### src/rtl/fpu_dispatch.sv
// -----------------------------------------------------------------------------
// fpu_dispatch
//
// Request front-end for the floating-point core `fpu`. Add/sub/mult requests
// are accepted on a valid/ready port into a DEPTH-entry FIFO. Each one is
// issued to `fpu` with a single-cycle start pulse. The block then waits for
// `fpu_done_i` and returns the result on a valid/ready response port.
// Illegal opcodes (op=11) and operations that exceed TIMEOUT wait cycles are
// answered locally with a quiet NaN and rsp_err_o=1. `fpu` never sees them.
//
// Parameters
//   DEPTH    request FIFO entries (power of two, >= 2)
//   TIMEOUT  maximum WAIT cycles before aborting (8-bit counter)
//
// Optional feature
//   FPU_DISPATCH_ZERO_BYPASS_EN  when defined, requests that have a zero
//   operand are resolved locally and never reach `fpu`.
//
// Ports
//   clk_i, rst_ni                 clock; asynchronous active-low reset
//   req_valid_i / req_ready_o     request handshake (ready = FIFO not full)
//   req_a_i, req_b_i, req_op_i    operands; op 00 add, 01 sub, 10 mult, 11 illegal
//   rsp_valid_o / rsp_ready_i     response handshake
//   rsp_r_o, rsp_err_o            result word; error flag (illegal op or timeout)
//   fpu_a_o, fpu_b_o, fpu_op_o    operands presented to `fpu`
//   fpu_start_o                   one-cycle start pulse to `fpu`
//   fpu_done_i, fpu_r_i           done level and result from `fpu`
// -----------------------------------------------------------------------------
module fpu_dispatch #(
    parameter int unsigned DEPTH   = 4,
    parameter int unsigned TIMEOUT = 255
) (
    input  logic        clk_i,
    input  logic        rst_ni,
    input  logic        req_valid_i,
    output logic        req_ready_o,
    input  logic [31:0] req_a_i,
    input  logic [31:0] req_b_i,
    input  logic [1:0]  req_op_i,
    output logic        rsp_valid_o,
    input  logic        rsp_ready_i,
    output logic [31:0] rsp_r_o,
    output logic        rsp_err_o,
    output logic [31:0] fpu_a_o,
    output logic [31:0] fpu_b_o,
    output logic [1:0]  fpu_op_o,
    output logic        fpu_start_o,
    input  logic        fpu_done_i,
    input  logic [31:0] fpu_r_i
);

    localparam int unsigned AW   = $clog2(DEPTH);
    localparam logic [31:0] QNAN = 32'h7FC0_0000;
    localparam logic [7:0]  TMO  = 8'(TIMEOUT);

    typedef enum logic [2:0] {
        S_IDLE,
        S_ISSUE,
        S_GUARD,
        S_WAIT,
        S_RESP
    } state_t;

    // ---------------------------------------------------------------- FIFO
    logic [65:0] mem_q [DEPTH];
    logic [AW:0] wr_ptr_q, wr_ptr_d;
    logic [AW:0] rd_ptr_q, rd_ptr_d;
    logic        full, empty, push, pop;
    logic [65:0] head;
    logic [31:0] head_a, head_b;
    logic [1:0]  head_op;

    state_t      state_q;
    logic [31:0] opa_q, opb_q;
    logic [1:0]  opop_q;
    logic        start_q;
    logic [7:0]  cnt_q;
    logic        rsp_valid_q;
    logic [31:0] rsp_r_q;
    logic        rsp_err_q;

    // The extra pointer MSB tells a full FIFO from an empty one.
    assign empty = (wr_ptr_q == rd_ptr_q);
    assign full  = (wr_ptr_q[AW] != rd_ptr_q[AW]) &&
                   (wr_ptr_q[AW-1:0] == rd_ptr_q[AW-1:0]);
    assign push  = req_valid_i && !full;
    assign pop   = (state_q == S_IDLE) && !empty;

    assign head    = mem_q[rd_ptr_q[AW-1:0]];
    assign head_a  = head[65:34];
    assign head_b  = head[33:2];
    assign head_op = head[1:0];

    always_comb begin
        wr_ptr_d = wr_ptr_q;
        rd_ptr_d = rd_ptr_q;
        if (push) wr_ptr_d = wr_ptr_q + (AW+1)'(1);
        if (pop)  rd_ptr_d = rd_ptr_q + (AW+1)'(1);
    end

    always_ff @(posedge clk_i or negedge rst_ni) begin
        if (!rst_ni) begin
            wr_ptr_q <= '0;
            rd_ptr_q <= '0;
        end else begin
            wr_ptr_q <= wr_ptr_d;
            rd_ptr_q <= rd_ptr_d;
        end
    end

    always_ff @(posedge clk_i) begin
        if (push) mem_q[wr_ptr_q[AW-1:0]] <= {req_a_i, req_b_i, req_op_i};
    end

`ifdef FPU_DISPATCH_ZERO_BYPASS_EN
    // ------------------------------------------------------- zero bypass
    logic        byp_hit;
    logic [31:0] byp_r;

    // Sum when at least one operand is a signed zero: the other operand wins.
    // Two zeros give -0 only when both are negative.
    function automatic logic [31:0] add_zero(input logic [31:0] x,
                                             input logic [31:0] y);
        if (x[30:0] == '0 && y[30:0] == '0) return {x[31] & y[31], 31'b0};
        else if (x[30:0] == '0)             return y;
        else                                return x;
    endfunction

    always_comb begin
        byp_hit = (head_op != 2'b11) &&
                  (head_a[30:0] == '0 || head_b[30:0] == '0);
        case (head_op)
            2'b00:   byp_r = add_zero(head_a, head_b);
            2'b01:   byp_r = add_zero(head_a, {~head_b[31], head_b[30:0]});
            default: byp_r = {head_a[31] ^ head_b[31], 31'b0};
        endcase
    end
`endif

    // ----------------------------------------------------------------- FSM
    always_ff @(posedge clk_i or negedge rst_ni) begin
        if (!rst_ni) begin
            state_q     <= S_IDLE;
            opa_q       <= '0;
            opb_q       <= '0;
            opop_q      <= '0;
            start_q     <= 1'b0;
            cnt_q       <= '0;
            rsp_valid_q <= 1'b0;
            rsp_r_q     <= '0;
            rsp_err_q   <= 1'b0;
        end else begin
            case (state_q)
                S_IDLE: begin
                    if (!empty) begin
                        opa_q  <= head_a;
                        opb_q  <= head_b;
                        opop_q <= head_op;
                        if (head_op == 2'b11) begin
                            rsp_r_q     <= QNAN;
                            rsp_err_q   <= 1'b1;
                            rsp_valid_q <= 1'b1;
                            state_q     <= S_RESP;
                        end
`ifdef FPU_DISPATCH_ZERO_BYPASS_EN
                        else if (byp_hit) begin
                            rsp_r_q     <= byp_r;
                            rsp_err_q   <= 1'b0;
                            rsp_valid_q <= 1'b1;
                            state_q     <= S_RESP;
                        end
`endif
                        else begin
                            start_q <= 1'b1;
                            state_q <= S_ISSUE;
                        end
                    end
                end
                S_ISSUE: begin
                    start_q <= 1'b0;
                    cnt_q   <= '0;
                    state_q <= S_GUARD;
                end
                // fpu_done_i may still show the previous result here, because
                // `fpu` only clears it in reaction to start.
                S_GUARD: begin
                    state_q <= S_WAIT;
                end
                S_WAIT: begin
                    cnt_q <= cnt_q + 8'd1;
                    if (fpu_done_i) begin
                        rsp_r_q     <= fpu_r_i;
                        rsp_err_q   <= 1'b0;
                        rsp_valid_q <= 1'b1;
                        state_q     <= S_RESP;
                    end else if (cnt_q == TMO) begin
                        rsp_r_q     <= QNAN;
                        rsp_err_q   <= 1'b1;
                        rsp_valid_q <= 1'b1;
                        state_q     <= S_RESP;
                    end
                end
                S_RESP: begin
                    if (rsp_ready_i) begin
                        rsp_valid_q <= 1'b0;
                        state_q     <= S_IDLE;
                    end
                end
                default: state_q <= S_IDLE;
            endcase
        end
    end

    assign req_ready_o = !full;
    assign rsp_valid_o = rsp_valid_q;
    assign rsp_r_o     = rsp_r_q;
    assign rsp_err_o   = rsp_err_q;
    assign fpu_a_o     = opa_q;
    assign fpu_b_o     = opb_q;
    assign fpu_op_o    = opop_q;
    assign fpu_start_o = start_q;

endmodule
### config.mk
export PLATFORM = sky130hd
export DESIGN_NAME = fpu_dispatch
export DESIGN_NICKNAME = d
export VERILOG_FILES = /design/src/rtl/fpu_dispatch.sv
export SDC_FILE = /design/constraint.sdc
export NUM_CORES = 1
export LEC_CHECK = 0
export BUFFER_PORTS_ARGS = -buffer_cell sky130_fd_sc_hd__buf_2
export CAP_MARGIN = 20
export CORE_ASPECT_RATIO = 1.1
export CORE_MARGIN = 1
export CORE_UTILIZATION = 40
export DETAILED_ROUTE_END_ITERATION = 10
export GPL_ROUTABILITY_DRIVEN = 1
export HOLD_SLACK_MARGIN = 0.05
export SETUP_SLACK_MARGIN = 0.3
export SLEW_MARGIN = 20
export SYNTH_ARGS = -nofsm -noshare
export SYNTH_HDL_FRONTEND = slang
export SYNTH_SLANG_ARGS = --single-unit
### constraint.sdc
create_clock -name clk_i -period 6.3 [get_ports clk_i]
set_input_delay 1.26 -clock clk_i [delete_from_list [all_inputs] [get_ports clk_i]]
set_output_delay 1.26 -clock clk_i [all_outputs]
set_load 0.05 [all_outputs]
=== Word-level counts from Yosys, hierarchy flattened ===
Memories as Yosys holds them, arrays and structs flattened.
Cells that the tools add are included.

* Bits in registers: 118
* RAM bits: 264
* Output and inout bits: 102
* Memories: 1

* $add $sub $neg: 3
* Equal/unequal tests: 14
* Mux-type cells: 25
* Bitwise operators: 1
* Reductions and logical operators: 15

{| class="wikitable"
|+ Memory list
! memory !! words !! width !! rd ports !! clocked after Yosys merged registers in !! write ports !! line !! RTL
|-
| mem_q || 4 || 66 || 1 || 0 || 1 || 65 || <nowiki>logic [65:0] mem_q [DEPTH];</nowiki>
|}

{| class="wikitable"
|+ Operator list
! kind !! number
|-
| 32-bit 2-to-1 mux || 4
|-
| 32-bit one-hot mux with 2 select lines || 1
|-
| 8-bit one-hot mux with 2 select lines || 1
|-
| 3-bit 2-to-1 mux || 5
|-
| 3-bit one-hot mux with 5 select lines || 1
|-
| 1-bit 2-to-1 mux || 10
|-
| 8-bit by 1-bit adder with 8-bit output, second input constant || 1
|-
| 8-bit == test, second input constant || 1
|-
| 3-bit by 1-bit adder with 3-bit output, second input constant || 2
|-
| 3-bit by 2-bit == test with 1-bit output, second input constant || 2
|-
| 2-bit != test, second input constant || 3
|-
| 3-bit AND reduction || 2
|-
| 2-bit nonzero test || 3
|-
| 5-bit AND reduction || 1
|-
| 1-bit one-hot mux with 2 select lines || 2
|-
| 4-bit AND reduction || 1
|-
| 3-bit by 1-bit == test with 1-bit output, second input constant || 1
|-
| 3-bit == test || 1
|-
| 3-bit == test, second input constant || 1
|-
| 1-bit logical AND || 3
|-
| 3-bit logical NOT || 1
|-
| 3-bit != test, second input constant || 1
|-
| 1-bit one-hot mux with 3 select lines || 1
|-
| 3-bit nonzero test || 1
|-
| 7 further kinds || 8
|}

=== Depth between registers and ports, before layout ===
Gate-level depths: netlist (run 1).

* Depth in word-level cells: 6
* Gate-level depth with buffers: 8

=== Worst setup path after synthesis (run 1) ===
No wires, ideal clock.

* Kind: input to register
* From: in req_valid_i
* To: mem mem_q[3][0], enable pin
* Library setup time: 0.433 ns
* Arrival: 3.258 ns
* Data required time: 5.867 ns
* Path slack: 2.610 ns
* Stages on the path: 3
* Path buffers: 0
* Path through: inv_1 > a31oi_1 > and2_1

* Longest elaborated chain between the ends: 3

{| class="wikitable"
|+ RTL lines
! what !! line !! RTL
|-
| from (decl) || 35 || <nowiki>input logic req_valid_i,</nowiki>
|-
| 1-bit logical AND || 86 || <nowiki>assign push = req_valid_i && !full;</nowiki>
|-
| 1-bit 2-to-1 mux || 112 || <nowiki>if (push) mem_q[wr_ptr_q[AW-1:0]] <= {req_a_i, req_b_i, req_op_i};</nowiki>
|-
| 1-bit 2-to-1 mux (not written as such) || 112 ||
|-
| to (decl) || 65 ||
|}

No other way between the ends.

=== Worst setup path after layout (run 1) ===
* From: reg rd_ptr_q[0]
* To: out req_ready_o

* Longest elaborated chain between the ends: 3

{| class="wikitable"
|+ RTL lines
! what !! line !! RTL
|-
| from (decl) || 67 || <nowiki>logic [AW:0] rd_ptr_q, rd_ptr_d;</nowiki>
|-
| from (signal assigned) || 107 || <nowiki>rd_ptr_q <= rd_ptr_d;</nowiki>
|-
| 2-bit == test || 85 || <nowiki>(wr_ptr_q[AW-1:0] == rd_ptr_q[AW-1:0]);</nowiki>
|-
| 1-bit logical AND || 84 || <nowiki>assign full = (wr_ptr_q[AW] != rd_ptr_q[AW]) &&</nowiki>
|-
| 1-bit logical NOT || 214 || <nowiki>assign req_ready_o = !full;</nowiki>
|-
| to (decl) || 36 || <nowiki>output logic req_ready_o,</nowiki>
|}

No other way between the ends.

==> out/metrics.cfg, run 1 <==
[setup_path]
cp_data_required_time_ns = 5.04
arrival_ns = 2.21
worst-r2r-setup-slack_ns = 3.16
critPathMaxStageDelay_ns = 1.03
critPathCaptureType = output pin
r2r_start = rd_ptr_q[0]
cp-startpoint = rd_ptr_q[0]
critPathMaxFanout = 44
startpoint_type = flop
path_class = reg -> out
path_cells = xnor2_1 -> nand3_1 -> buf_2
cp_slowest_cell = dfrtp_4

[cts]
clockBufferDepth = 3
post_cts_buffers = 0
clock_sinks = 382
clock_latency_ns = 0.54
htreeDepth = 2
cts_tree = yes
cts_resized = 0
clkTransAtPathRegs_ns = 0.06
cts_root_buffer = clkbuf_16
numCtsBuffers = 41
cts_hold_buf = 0

[yosys]
avgSynthCellArea_um2 = 21.2
syn_area_mm2 = 0.0143
synth_edf_count = 264
synth_top_area_cell = edfxtp_1
ys_types = 40
synthCells = 676
ys_seq_area_share_pct = 75.9
synth_ff_type = edfxtp_1
synth_seq_cells = 382
synth_area_leaders = edfxtp_1, dfrtp_1, mux4_2, mux2_2, mux2_4
yosysTopAreaCellShare_pct = 55.3
synthArstFlopShare_pct = 30.9
syn_nets = 785
yosys_warnings = 0

[power_and_ir_drop]
ir_drop_uv = 337
power.density_mw_per_mm2 = 573
cellLeakagePower_nw = 6.47
p_total_mw = 9.85

[global_routing]
grt_pass1_vias = 7513
met2_usage_pct = 25.3
grt_use_total_pct = 15.5
grt_use_met3_pct = 4.35
use_met1_pct = 20.5
grt_most_used_layer = met2
grt_max_degree = 70
grt_pass1_wl_um = 43400
grt-ovfl-total = 0
grt_antenna_before_repair = 7

[final_layout]
drive_above_1_share_pct = 45.4
layout_common_cells = edfxtp_1, buf_2, dfrtp_1
final_nets = 1005
area_delta_synth_final_pct = 20.0
final_common_cell = edfxtp_1

[min_path]
hold_path_class = reg -> reg
hp-start = wr_ptr_q[2]

[placement]
dp_worst_setup_slack_ns = 3.04
io_buffers = 204
gp_congestion = 0.737
hpwl_um = 16300

[sta]
fin_crit_ns = 3.47
hold_viol = 0
fin_setup_tns_ns = 0
finalCritPeriodShare_pct = 55.0
max_freq_mhz = 288
drv_slew = 0
max_slew_margin_pct = 29.4
rsz0062_at_grt = false
skew_ns = 0.0285
post-route-worst-setup-slack_ns = 2.83
tightest_slew_ns = 1.06
setup_viol = 0

[die]
initial_core_util_pct = 40.7
std_cell_rows = 72
die_y_um = 201
die-area_mm2 = 0.0366
io_pins = 205
die_w_um = 182
core-area_mm2 = 0.0352

[drt]
routed_wl_um = 27900
routedWlPerCell_um = 19.7
vias_per_cell = 4.97
antenna_left = 0
dr_total_vias = 7015
drt-pass1-iter-count = 6
first_iter_violations = 392
drc_errors = 0

[job]
maxCapViolations = 0

[status]
status = complete, no violations

-- stage by stage --
stage	hold slack [ns]	cells	cell area, µm²	util, %
2_1_floorplan	0.461	676	14300	-
3_3_place_gp	0.471	1334	15800	44.9
3_5_place_dp	0.475	1334	15800	44.9
4_1_cts	0.487	1410	17200	48.8
5_1_grt	0.511	1411	17200	48.8
6_report	0.485	1411	17200	48.8
-- final timing paths --
| path | depth (start not counted) | endpoint |
|---|---|---|
| max | 3 | req_ready_o |
| min | 1 | wr_ptr_q[2] |
| max reg2reg | 3 | mem_q[2][59] |
| min reg2reg | 1 | wr_ptr_q[2] |
| max in group asynchronous | 2 | rd_ptr_q[1] |
| min in group asynchronous | 1 | rsp_r_o[25] |
-- final cells by class --
type	instances	area, µm²
diodes	1	2.50
clock buffers	46	1110
clock inverters	30	277
fillers	2936	18000
inverters	7	26.3
multi-input cells	255	3220
flip-flops and latches	382	10900
well taps	481	602
repair buffers	209	1060
-- routing by layer --
| metal | wire, µm | share of wire (%) | vias to the layer above |
|---|---|---|---|
| met5 | 54 | 0.19 | - |
| met4 | 445 | 1.6 | 10 |
| met3 | 1820 | 6.5 | 51 |
| met2 | 13100 | 47 | 212 |
| met1 | 12400 | 45 | 3578 |
| li1 | - | - | 3164 |
-- sequential cells by signal, indices dropped and copies added (netlist names) --
register     cells
wr_ptr_q         3
state_q          3
fpu_b_o         32
cnt_q            8
rsp_valid_o      1
fpu_a_o         32
rd_ptr_q         3
rsp_err_o        1
fpu_start_o      1
rsp_r_o         32
fpu_op_o         2
mem_q          264
-- power by group --
group	switching [mW]	total [mW]	internal, mW
combinational	2.22	3.54	1.31
sequential	0.397	3.90	3.50
clock	0.975	2.41	1.44
total	3.59	9.85	6.25
-- cells by family after synthesis --
logic type	count (synthesis)	synth area share, %
simple gates	42	1.46
flops	382	75.9
buf+inv	39	1.67
compound gates	61	3.46
fa+ha+maj	6	0.524
mux	137	16.4
xor+xnor	9	0.550
-- worst max-delay path: cells and delay by family, from the launching register on --
kind	cells	cell delay [ns]
buf+inv	1	0.28
simple gates	1	0.17
xor+xnor	1	0.20
flops	1	1.03
-- cells in the mapped netlist (2+ instances only) --
cell type / n
inv_1: 7
nand2_1: 13
mux2_4: 19
o21ai_0: 9
dfrtp_1: 118
ha_1: 6
and2_1: 5
a22o_1: 25
edfxtp_1: 264
a31oi_1: 2
nor3_1: 4
xnor2_1: 5
nand3_1: 4
clkbuf_1: 8
o22a_1: 10
buf_2: 14
a21oi_1: 6
mux2_2: 48
mux2i_1: 4
xor2_1: 4
mux4_2: 66
nor2_1: 8
buf_6: 10
Note: power is estimated with default switching activity, not from simulation.
==> run 2: changes to the inputs <==
==> constraint.sdc (replaced) <==
create_clock -name clk_i -period 2.9 [get_ports clk_i]
set_input_delay 0.58 -clock clk_i [delete_from_list [all_inputs] [get_ports clk_i]]
set_output_delay 0.58 -clock clk_i [all_outputs]
set_load 0.05 [all_outputs]
==> run 2 against run 1 <==
  * Sequential cell count unchanged
  * Design area up 0.84%
  * Combinational power up 130%
  * Hold slack worse by 0.22 ns
  * Setup slack worse by 2.3 ns
  * Power up 120%
  * Highest routed layer unchanged
  * Utilization up 0.41 points
==> out/metrics.cfg, run 2 (synthesized netlist as in run 1, its figures left out) <==
[status]
status = complete, no violations

[sta]
fin_crit_ns = 2.40
fin_setup_tns_ns = 0
tightest_slew_ns = 0.711
rsz0062_at_grt = false
skew_ns = 0.0195
hold_viol = 0
drv_slew = 0
max_slew_margin_pct = 52.6
finalCritPeriodShare_pct = 82.8
setup_viol = 0
max_freq_mhz = 416
post-route-worst-setup-slack_ns = 0.499

[drt]
dr_total_vias = 7082
routed_wl_um = 28500
vias_per_cell = 4.96
antenna_left = 0
routedWlPerCell_um = 19.9
drc_errors = 0
drt-pass1-iter-count = 4
first_iter_violations = 354

[die]
die_y_um = 201
core-area_mm2 = 0.0352
die_w_um = 182
initial_core_util_pct = 40.7
die-area_mm2 = 0.0366
io_pins = 205
std_cell_rows = 72

[placement]
dp_worst_setup_slack_ns = 0.608
hpwl_um = 17300
gp_congestion = 0.733
placed_cells = 1349
io_buffers = 204

[cts]
post_cts_buffers = 0
cts_tree = yes
htreeDepth = 2
numCtsBuffers = 42
cts_root_buffer = clkbuf_16
clockBufferDepth = 3
clkTransAtPathRegs_ns = 0.06
cts_hold_buf = 1
clock_sinks = 382
clock_latency_ns = 0.53
cts_resized = 0

[global_routing]
grt_pass1_wl_um = 44400
grt_antenna_before_repair = 6
grt_max_degree = 57
grt-ovfl-total = 0
grt_pass1_vias = 7640
grt_use_total_pct = 16.0

[power_and_ir_drop]
clockPowerShare_pct = 23.6
combPwrFrac_pct = 37.4
p_int_mw = 13.6
power.density_mw_per_mm2 = 1240
ir_drop_uv = 693
pwr-share-seq_pct = 39.0
cellLeakagePower_nw = 6.53
switching_share_pct = 36.5
p_switching_mw = 7.82

[setup_path]
cp_data_required_time_ns = 2.32
arrival_ns = 1.82
path_class = reg -> out
critPathMaxFanout = 28
path_buf_inv = 1
path_cells = xnor2_1 -> nand3_1 -> buf_2
startpoint_type = flop
critPathCaptureType = output pin
critPathMaxStageDelay_ns = 0.68
cpLargestDelayFamily = flip-flops
cp_slowest_cell = dfrtp_4

[final_layout]
final_common_cell = edfxtp_1
layout_common_cells = edfxtp_1, buf_2, dfrtp_1
drive_above_1_share_pct = 45.2
final_nets = 1022
finalNonFillerCells = 1428
area_delta_synth_final_pct = 21.0
largest_register_ffs = 264

[min_path]
hold_path_class = in -> reg

[job]
maxCapViolations = 0

-- run 2: cell types whose count changed in the layout (fill, tap and decap cells not counted) --
cell | previous run | this run
bufinv_16 | 4 | 2
clkinv_2 | 14 | 5
dlygate4sd3_1 | 0 | 1
inv_4 | 0 | 1
clkinv_8 | 1 | 0
inv_6 | 0 | 3
clkinv_4 | 1 | 0
buf_4 | 5 | 13
buf_12 | 0 | 7
clkbuf_1 | 1 | 13
clkbuf_8 | 2 | 3
inv_16 | 1 | 0
clkinv_1 | 7 | 5
-- run 2: final timing paths --
| path | slack, ns | depth (start not counted) | from | end |
|---|---|---|---|---|
| setup / recovery | 0.50 | 3 | rd_ptr_q[1] | req_ready_o |
| hold / removal | 0.26 | 1 | req_b_i[22] | mem_q[1][24] |
| min in group asynchronous | 0.60 | 2 | rst_ni | rsp_r_o[27] |
| max in group asynchronous | 1.48 | 3 | rst_ni | rsp_r_o[31] |
| hold reg to reg | 0.49 | 1 | wr_ptr_q[2] | wr_ptr_q[2] |
| setup reg to reg | 0.60 | 5 | rd_ptr_q[1] | rsp_valid_o |
-- run 2: metal layers --
layer	vias to the layer above	routed length, µm	GRT usage, %
met5	-	58	0
met3	46	2210	5.61
met4	10	534	4.26
li1	3192	-	-
met2	217	14000	26.7
met1	3617	11700	19.8
-- run 2: area by class of cell --
cell class / instances / area [µm²]
antenna: 1 / 2.50
clock buffer: 59 / 1170
clock inverter: 18 / 151
fill: 2924 / 17900
inverter: 7 / 26.3
multi-input combinational: 255 / 3220
sequential: 382 / 10900
tap: 481 / 602
timing repair buffer: 225 / 1270
-- run 2: power by group through the flow --
| stage | combinational (mW) | sequential (mW) | clock, mW |
|---|---|---|---|
| 6_report | 8.02 | 8.34 | 5.05 |
| 5_1_grt | 8.59 | 8.54 | 5.41 |
| 4_1_cts | 8.19 | 8.38 | 5.20 |
| 3_5_place_dp | 8.18 | 8.46 | 0 |
| 3_3_place_gp | 8.12 | 8.43 | 0 |
| 2_1_floorplan | 3.97 | 10.6 | 0 |
-- run 2: stage by stage --
| step | hold slack [ns] | total power [mW] | utilization (%) | instance area [µm²] |
|---|---|---|---|---|
| 2_1_floorplan | 0.284 | 14.5 | - | 14300 |
| 3_3_place_gp | 0.476 | 16.5 | 45.4 | 16000 |
| 3_5_place_dp | 0.484 | 16.6 | 45.4 | 16000 |
| 4_1_cts | 0.225 | 21.8 | 49.2 | 17300 |
| 5_1_grt | 0.239 | 22.5 | 49.2 | 17300 |
| 6_report | 0.261 | 21.4 | 49.2 | 17300 |
==> run 3: changes to the inputs <==
==> constraint.sdc (replaced) <==
create_clock -name clk_i -period 2.5 [get_ports clk_i]
set_input_delay 0.5 -clock clk_i [delete_from_list [all_inputs] [get_ports clk_i]]
set_output_delay 0.5 -clock clk_i [all_outputs]
set_load 0.05 [all_outputs]
==> run 3 against run 2 <==
  * Power grew 18%
  * Clock power is 20% higher
  * Critical path type unchanged
  * Highest routed layer unchanged
  * Die area unchanged
  * Count of clock-buffer cells in the layout increased by 3
==> out/metrics.cfg, run 3 (synthesized netlist as in run 1, its figures left out) <==
[status]
status = complete, no violations

[job]
maxCapViolations = 0

[cts]
numCtsBuffers = 41
cts_root_buffer = clkbuf_16
clockBufferDepth = 3
cts_tree = yes
htreeDepth = 2
clkTransAtPathRegs_ns = 0.06
clock_latency_ns = 0.54
clock_sinks = 382

[final_layout]
drive_above_1_share_pct = 46.2
largest_register_ffs = 264
layout_common_cells = edfxtp_1, buf_2, dfrtp_1
finalNonFillerCells = 1436
final_common_cell = edfxtp_1
final_nets = 1029
area_delta_synth_final_pct = 22.3
fillers = 2900

[placement]
placed_cells = 1355
gp_congestion = 0.721
hpwl_um = 17500
io_buffers = 204

[sta]
timing.hold.ws_ns = 0.173
hold_viol = 0
finalCritPeriodShare_pct = 85.1
rsz0062_at_grt = false
drv_slew = 0
max_slew_margin_pct = 59.3
setup_viol = 0
skew_ns = 0.0115
tightest_slew_ns = 0.611
max_freq_mhz = 470
fin_crit_ns = 2.13
fin_setup_tns_ns = 0

[setup_path]
critPathCaptureType = output pin
path_class = reg -> out
startpoint_type = flop
critPathMaxFanout = 10
arrival_ns = 1.63
cp_data_required_time_ns = 2.00

[die]
die_w_um = 182
core-area_mm2 = 0.0352
die_y_um = 201
io_pins = 205
die-area_mm2 = 0.0366
std_cell_rows = 72
initial_core_util_pct = 40.7

[drt]
vias_per_cell = 5.01
routed_wl_um = 28600
dr_total_vias = 7193
drt-pass1-iter-count = 4
drc_errors = 0
first_iter_violations = 371
routedWlPerCell_um = 20.0
antenna_left = 0

[power_and_ir_drop]
ir_drop_uv = 837
clockPowerShare_pct = 23.9
power.density_mw_per_mm2 = 1440
p_switching_mw = 9.16
p_int_mw = 16.1
switching_share_pct = 36.2
combPwrFrac_pct = 38.1
pwr-share-seq_pct = 38.0
cellLeakagePower_nw = 6.62

[global_routing]
grt_pass1_wl_um = 44200
grt_antenna_before_repair = 5
grt_pass1_vias = 7682
grt_max_degree = 56
grt-ovfl-total = 0
grt_use_total_pct = 15.9

[min_path]
hold_path_class = in -> reg

[run 3: layout make-up]
class / count / area, µm² / share of cell area, %
Sequential cell: 382 / 10900 / 62.1
Multi-Input combinational cell: 256 / 3280 / 18.7
Timing Repair Buffer: 232 / 1370 / 7.82
Clock buffer: 62 / 1180 / 6.72
Tap cell: 481 / 602 / 3.43
Clock inverter: 14 / 174 / 0.992
Inverter: 7 / 26.3 / 0.150
Antenna cell: 2 / 5.00 / 0.0286
[run 3: layer usage]
metal  vias up  global-route usage (%)  wire length [µm]
li1       3222                       -                 -
met1      3710                    19.7             11800
met2       205                    26.6             14100
met3        50                    5.37              2160
met4         6                    4.35               517
met5         -                       0                35
[run 3: power by group through the flow]
| stage | Sequential (mW) | Combinational (mW) | Clock [mW] |
|---|---|---|---|
| after floorplan | 12.3 | 4.60 | 0 |
| after global placement | 9.69 | 9.59 | 0 |
| after detailed placement | 9.73 | 9.68 | 0 |
| after CTS | 9.63 | 9.71 | 6.19 |
| after global routing | 9.82 | 10.3 | 6.46 |
| final | 9.61 | 9.65 | 6.04 |
[run 3: final timing paths]
check / start / endpoint / slack (ns) / cells after the start
max: rd_ptr_q[1] / req_ready_o / 0.37 / 3
min: req_b_i[22] / mem_q[2][24] / 0.17 / 1
max in group asynchronous: rst_ni / fpu_b_o[6] / 1.32 / 3
max reg2reg: rd_ptr_q[1] / mem_q[1][64] / 0.44 / 5
min reg2reg: rsp_err_o / rsp_err_o / 0.49 / 1
min in group asynchronous: rst_ni / fpu_a_o[18] / 0.53 / 2
[run 3: repair_timing]
item | 4_1_cts | 5_1_grt
endpoints found under the hold margin | 52 | 0
setup endpoints to repair | 2 | 91
pin swaps | 0 | 2
hold buffers | 1 | 0
cloned | 0 | 1
buffers inserted | 0 | 1
resized for setup | 3 | 6
[run 3: metrics by stage]
step / total power, mW / setup slack [ns] / area, µm² / util [%]
final: 25.3 / 0.374 / 17500 / 49.8
after CTS: 25.5 / 0.282 / 17500 / 49.6
after detailed placement: 19.4 / 0.306 / 16100 / 45.7
after global routing: 26.6 / 0.307 / 17500 / 49.7
after floorplan: 16.9 / 0.00852 / 14300 / -
after global placement: 19.3 / 0.369 / 16100 / 45.7
[run 3: critical path, stage by stage, from the launching register on]
cell and delay [ns]:
dfrtp_4 0.56, xnor2_2 0.21, nand3_1 0.12, buf_4 0.21
